**src/rtl/sub_pkg.sv**
```systemverilog
// rtl/sub_pkg.sv - shared state encoding and default width for the serial subtractor
package sub_pkg;

    localparam int DEF_WIDTH = 8;

    typedef enum logic [1:0] {
        IDLE  = 2'd0,
        SHIFT = 2'd1,
        DONE  = 2'd2
    } state_t;

endpackage

```
**src/rtl/binary_sub.sv**
```systemverilog
// rtl/binary_sub.sv - 1-bit full subtractor cell, d = x - y - z with borrow-out b
module binary_sub (
    output logic d,
    output logic b,
    input  logic x,
    input  logic y,
    input  logic z
);

    assign d = x ^ y ^ z;
    assign b = (~x & (y | z)) | (y & z);

endmodule

```
**src/rtl/serial_sub_ctrl.sv**
```systemverilog
// rtl/serial_sub_ctrl.sv - bit-serial WIDTH-bit subtractor sequencing one binary_sub cell, LSB first
module serial_sub_ctrl
    import sub_pkg::*;
#(
    parameter int WIDTH = DEF_WIDTH
) (
    input  logic             clock,
    input  logic             reset,
    input  logic             start,
    input  logic [WIDTH-1:0] a,
    input  logic [WIDTH-1:0] b,
    input  logic             bin,
    output logic             busy,
    output logic             done,
    output logic [WIDTH-1:0] diff,
    output logic             bout
);

    localparam int CW = $clog2(WIDTH);
    localparam logic [CW-1:0] LAST_BIT = CW'(WIDTH - 1);

    state_t           state;
    logic [WIDTH-1:0] a_sh;
    logic [WIDTH-1:0] b_sh;
    logic             brw;
    logic [CW-1:0]    count;
    logic             cell_d;
    logic             cell_b;

    binary_sub u_cell (
        .d (cell_d),
        .b (cell_b),
        .x (a_sh[0]),
        .y (b_sh[0]),
        .z (brw)
    );

    always_ff @(posedge clock) begin
        if (!reset) begin
            state <= IDLE;
            a_sh  <= '0;
            b_sh  <= '0;
            brw   <= 1'b0;
            count <= '0;
            busy  <= 1'b0;
            done  <= 1'b0;
            diff  <= '0;
            bout  <= 1'b0;
        end else begin
            case (state)
                IDLE: begin
                    done <= 1'b0;
                    if (start) begin
                        a_sh  <= a;
                        b_sh  <= b;
                        brw   <= bin;
                        count <= '0;
                        diff  <= '0;
                        busy  <= 1'b1;
                        state <= SHIFT;
                    end
                end
                SHIFT: begin
                    // cell result enters at the MSB so the LSB-first stream lands in order
                    a_sh  <= a_sh >> 1;
                    b_sh  <= b_sh >> 1;
                    diff  <= {cell_d, diff[WIDTH-1:1]};
                    brw   <= cell_b;
                    count <= count + CW'(1);
                    if (count == LAST_BIT) begin
                        bout  <= cell_b;
                        done  <= 1'b1;
                        state <= DONE;
                    end
                end
                DONE: begin
                    done  <= 1'b0;
                    busy  <= 1'b0;
                    state <= IDLE;
                end
                default: begin
                    done  <= 1'b0;
                    busy  <= 1'b0;
                    state <= IDLE;
                end
            endcase
        end
    end

endmodule

```
**config.mk**
```make
export PLATFORM = sky130hd
export DESIGN_NAME = serial_sub_ctrl
export DESIGN_NICKNAME = d
export VERILOG_FILES = /design/src/rtl/sub_pkg.sv /design/src/rtl/binary_sub.sv /design/src/rtl/serial_sub_ctrl.sv
export SDC_FILE = /design/constraint.sdc
export NUM_CORES = 1
export LEC_CHECK = 0
export BUFFER_PORTS_ARGS = -buffer_cell sky130_fd_sc_hd__buf_2
export CAP_MARGIN = 15
export CORE_MARGIN = 2
export CORE_UTILIZATION = 56
export CTS_CLUSTER_DIAMETER = 30
export DETAILED_ROUTE_END_ITERATION = 8
export PLACE_DENSITY = 0.82
export SLEW_MARGIN = 20
export SYNTH_ARGS = -nofsm -noshare
export SYNTH_HDL_FRONTEND = slang
export SYNTH_HIERARCHICAL = 1
export SYNTH_SLANG_ARGS = --single-unit
```
**constraint.sdc**
```tcl
create_clock -name clock -period 3.23 [get_ports clock]
set_clock_uncertainty 0.15 [all_clocks]
set_input_delay 0.1615 -clock clock [delete_from_list [all_inputs] [get_ports clock]]
set_output_delay 0.1615 -clock clock [all_outputs]
set_load 0.02 [all_outputs]
```
Yosys cells after proc, flatten, opt, wreduce, memory -nomap -nowiden
Index checks and enable logic that the tools add are counted.
{ "totals": {"elab_cells": 44, "in_bits": 20, "output_inout_bits": 11, "regBits": 33} }
{ "op_classes": {"n_eq_ne": 4, "n_reduce_logical": 7, "add_sub_neg": 1, "muxes": 15, "bitwise_logic": 8} }
{ "op_table": {"columns": ["operator", "count"], "rows": [
  ["one-hot mux 8 bit (2 select lines)", 3],
  ["two-way mux 8 bit", 3],
  ["AND reduction 2 bit", 5],
  ["one-hot mux 3 bit (2 select lines)", 1],
  ["two-way mux 2 bit", 2],
  ["inequality test 2 bit, second input constant", 2],
  ["one-hot mux 1 bit (2 select lines)", 2],
  ["one-hot mux 2 bit (2 select lines)", 1],
  ["adder 3 x 1 -> 3 bit, second input constant", 1],
  ["equality test 3 bit, second input constant", 1],
  ["two-way mux 3 bit", 1],
  ["AND 1 bit", 2],
  ["equality test 2 x 1 -> 1 bit, second input constant", 1],
  ["zero test 2 bit", 1],
  ["two-way mux 1 bit", 2],
  ["NOT 1 bit", 2],
  ["bitwise OR 1 bit", 2],
  ["nonzero test 2 bit", 1],
  ["bitwise XOR 1 bit", 2]
]} }

Longest topological paths before layout
{ "logic_depth": {"depth_word": 4, "ltp_mapped": 5, "mapped_depth_nobuf": 5} }

Modules after synthesis
Netlist, hierarchy kept.
{ "modules_own_cells": {"columns": ["mod", "cells_each", "seq_area_each_um2", "area_each_um2", "instances"], "rows": [
  ["serial_sub_ctrl", 121, 660.6, 1326.3, 1],
  ["binary_sub", 3, 0.0, 27.5, 1]
]} }

Worst setup path before layout
No wires, ideal clock.
{ "synth_path": {"path_type": "register to register", "from": "reg state[0]", "to": "reg a_sh[0]", "path_buffers": 2, "arrival_ns": 1.136, "required_time_ns": 2.961, "period_less_slack_ns": 1.405, "setup_slack_ns": 1.825, "path_stages_with_launch": 6, "path_cell_list": "dfxtp_1 nand2b_4 or2_1 buf_6 buf_6 o221a_1"} }
{ "synth_via": {"elab_chain_cells": 3, "word_cells_on_any_way": 6} }
{ "synth_rtl": {"columns": ["item", "line_no", "text"], "rows": [
  ["start, declared", "serial_sub_ctrl.sv:22", "state_t state;"],
  ["start signal, assigned", "serial_sub_ctrl.sv:40", "state <= IDLE;"],
  ["start signal, assigned", "serial_sub_ctrl.sv:60", "state <= SHIFT;"],
  ["start signal, assigned", "serial_sub_ctrl.sv:73", "state <= DONE;"],
  ["equality test 2 x 1 -> 1 bit or zero test 2 bit (tied branches)", "serial_sub_ctrl.sv:50", "case (state)"],
  ["nonzero test 2 bit (no source line) or inequality test 2 bit (tied branches)", null, null],
  ["AND reduction 2 bit (no source line)", null, null],
  ["end signal, assigned", "serial_sub_ctrl.sv:65", "a_sh <= a_sh >> 1;"],
  ["end, declared", "serial_sub_ctrl.sv:23", "logic [WIDTH-1:0] a_sh;"]
]} }
Several ways; a longest one is shown, not always the timed one.
A chain may end at the register's enable or synchronous reset.

Worst setup path in the final report
{ "layout_path": {"from": "in start", "to": "reg diff[6]"} }
{ "layout_via": {"elab_chain_cells": 2} }
{ "layout_rtl": {"columns": ["item", "line_no", "text"], "rows": [
  ["start, declared", "serial_sub_ctrl.sv:9", "input logic start,"],
  ["inequality test 2 bit (no source line)", null, null],
  ["AND reduction 2 bit (no source line)", null, null],
  ["end signal, assigned", "serial_sub_ctrl.sv:67", "diff <= {cell_d, diff[WIDTH-1:1]};"],
  ["end, declared", "serial_sub_ctrl.sv:15", "output logic [WIDTH-1:0] diff,"]
]} }
Every way passes these cells.

==> flow_summary.yaml <==
global_route:
  grt_pass1_wl_um: 4910
  grt_pass1_vias: 1051
  gr-total-overflow: 0
  grt_max_degree: 33
  grt_use_total: 0.248
  antenna_found_initial: 0
final_layout:
  layout_common_cells: "dfxtp_1, buf_2, dlygate4sd3_1"
  layout_commonest_cell: "dfxtp_1"
  syn_to_final_growth_pct: 26.7
  layout.nets: 192
  drive_gt1_frac: 0.254
  antenna_cells: 0
  n_fill_cell: 180
die:
  dieArea_sq_um: 2830
  core_sq_um: 2250
  start_util: 0.600
  die_h_um: 53.2
  rows: 17
  dieWidth_um: 53.2
  io_pins: 31
clocking:
  numCtsBuffers: 5
  clkTransAtPathRegs_ps: 90
  cts.htree.levels: 2
  clock_sink_count: 33
  clk_path_buf_depth: 2
  clk_latency_ps: 310
  cts_tree: "built"
  cts_resized: 0
  clockRootBuffer: "clkbuf_4"
sta:
  max_clock_freq_mhz: 526
  maxSlewHeadroom: 0.323
  drv_slew: 0
  rsz0062_at_grt: "false"
  hold_viol_final: 0
  timing.final.crit_share: 0.589
  worstMarginPinSlew_ps: 1010
  fin_crit_ps: 1900
  setup_ws_ps: 1330
  setup_viol: 0
  timing.setup.tns_ps: 0
worst_setup_path:
  reg2reg_from: "state[0]$_SDFFE_PN0P_"
  critical_path_class: "primary input to flop"
  arrival_ps: 2010
  end_kind: "flop"
  path_max_fanout: 13
  startpoint: "start"
  critPathLaunchType: "primary input"
  cp.required_ps: 3330
drt:
  vias: 1110
  ant_nets: 0
  wire_per_inst_um: 15.6
  drt_wl_total_um: 3070
  remaining_drc_errors: 0
  dr.first_iter.drc_count: 27
  firstDrtPassIters: 4
  routed_via_density: 5.63
yosys:
  synthCells: 124
  synth_top_cell_by_area: "dfxtp_1"
  syn_area_sq_um: 1350
  yosys_warnings: 6
  synth_area_leaders: "dfxtp_1, o21a_1, o221a_1"
  syn_avg_cell_area_sq_um: 10.9
  synthDominantCellAreaShare: 0.488
  synth_seq_area_share: 0.488
  synth_seq_cells: 33
  synth.distinct_cells: 27
  synth_nets: 147
outcome:
  outcome: "finished, final reports clean"
power_and_ir_drop:
  p_total_uw: 794
  leakage_uw: 0.000708
  vdd_ir_drop_max_mv: 0.358
  powerDensity_nw_per_um2: 463
placement:
  port-buffer-count: 30
  dpl.hpwl_um: 1810
  pre_cts_ws_ps: 1470
  gp_congestion: 0.721
hold_path:
  hp-start: "reset"
  hold_class: "primary input to flop"
flow_run:
  cap_violations: 0
==> state kept, by name (all words and copies together), names as in the netlist <==
name / count
a_sh: 8
done: 1
bout: 1
busy: 1
state: 2
diff: 8
brw: 1
b_sh: 8
count: 3
==> per-layer routing <==
metal / wire [um] / GRT usage / up-vias
met1: 1390 / 0.297 / 539
met4: 16 / 0.0897 / 0
met5: 0 / 0 / -
met2: 1560 / 0.429 / 24
li1: - / - / 545
met3: 104 / 0.0593 / 2
==> worst paths after layout <==
path | end | slack [ps] | depth (start not counted)
max reg2reg | diff[6]$_SDFFE_PN0P_ | 1450 | 3
min reg2reg | busy$_SDFFE_PN0P_ | 300 | 2
max | diff[6]$_SDFFE_PN0P_ | 1330 | 5
min | count[2]$_SDFFE_PN0P_ | 210 | 2
==> cells by family after synthesis <==
kind of cell / count (synthesis) / synth area share
simple gates: 25 / 0.115
flops: 33 / 0.488
mux: 1 / 0.00739
fa+ha+maj: 3 / 0.0333
compound gates: 48 / 0.300
buf+inv: 14 / 0.0564
==> synth_stat cells (all sizes together) <==
library cell  instances
ha                    2
nand2b                3
o21ai                 2
a21boi                1
a22oi                12
or2                   1
nand2                 1
dfxtp                33
clkbuf                3
mux2i                 1
nand3                 1
o21a                 15
buf                   7
and2b                 1
and3                  1
nor2                  3
nor3b                 1
o21bai                1
fa                    1
o221a                15
nor2b                13
a21oi                 2
inv                   4
==> metrics by stage <==
stage          hold WS (ps)  cells  utilization  area [sq um]
3_5_place_dp            280    172        0.655          1480
6_report                208    197        0.761          1720
5_1_grt                 207    197        0.761          1720
2_1_floorplan           158    124            -          1350
3_3_place_gp            268    172        0.655          1480
4_1_cts                 195    197        0.760          1710
==> what timing repair did <==
item | in CTS | in global routing
setup buffers | 0 | 0
hold buffers | 18 | 0
endpoints found under the hold margin | 19 | 0
==> report_power, final <==
part | internal, uW | leakage (uW) | switching, uW | total, uW
sequential | 432 | 0.000271 | 17.0 | 449
combinational | 63.4 | 0.000405 | 57.8 | 121
clock | 103 | 0.0000314 | 121 | 224
==> layout make-up <==
cell class	instances	area [sq um]	area share
inverters	4	15.0	0.00875
clock buffers	7	55.1	0.0321
multi-input cells	77	619	0.361
well taps	28	35.0	0.0204
repair buffers	48	330	0.193
flip-flops and latches	33	661	0.385
==> worst max-delay path, stage by stage <==
cell and delay (ps):
dlygate4sd3_1 520, buf_2 150, o21bai_1 790, a22oi_1 230, nor2b_1 150
Power figures use the tool's default switching activity.
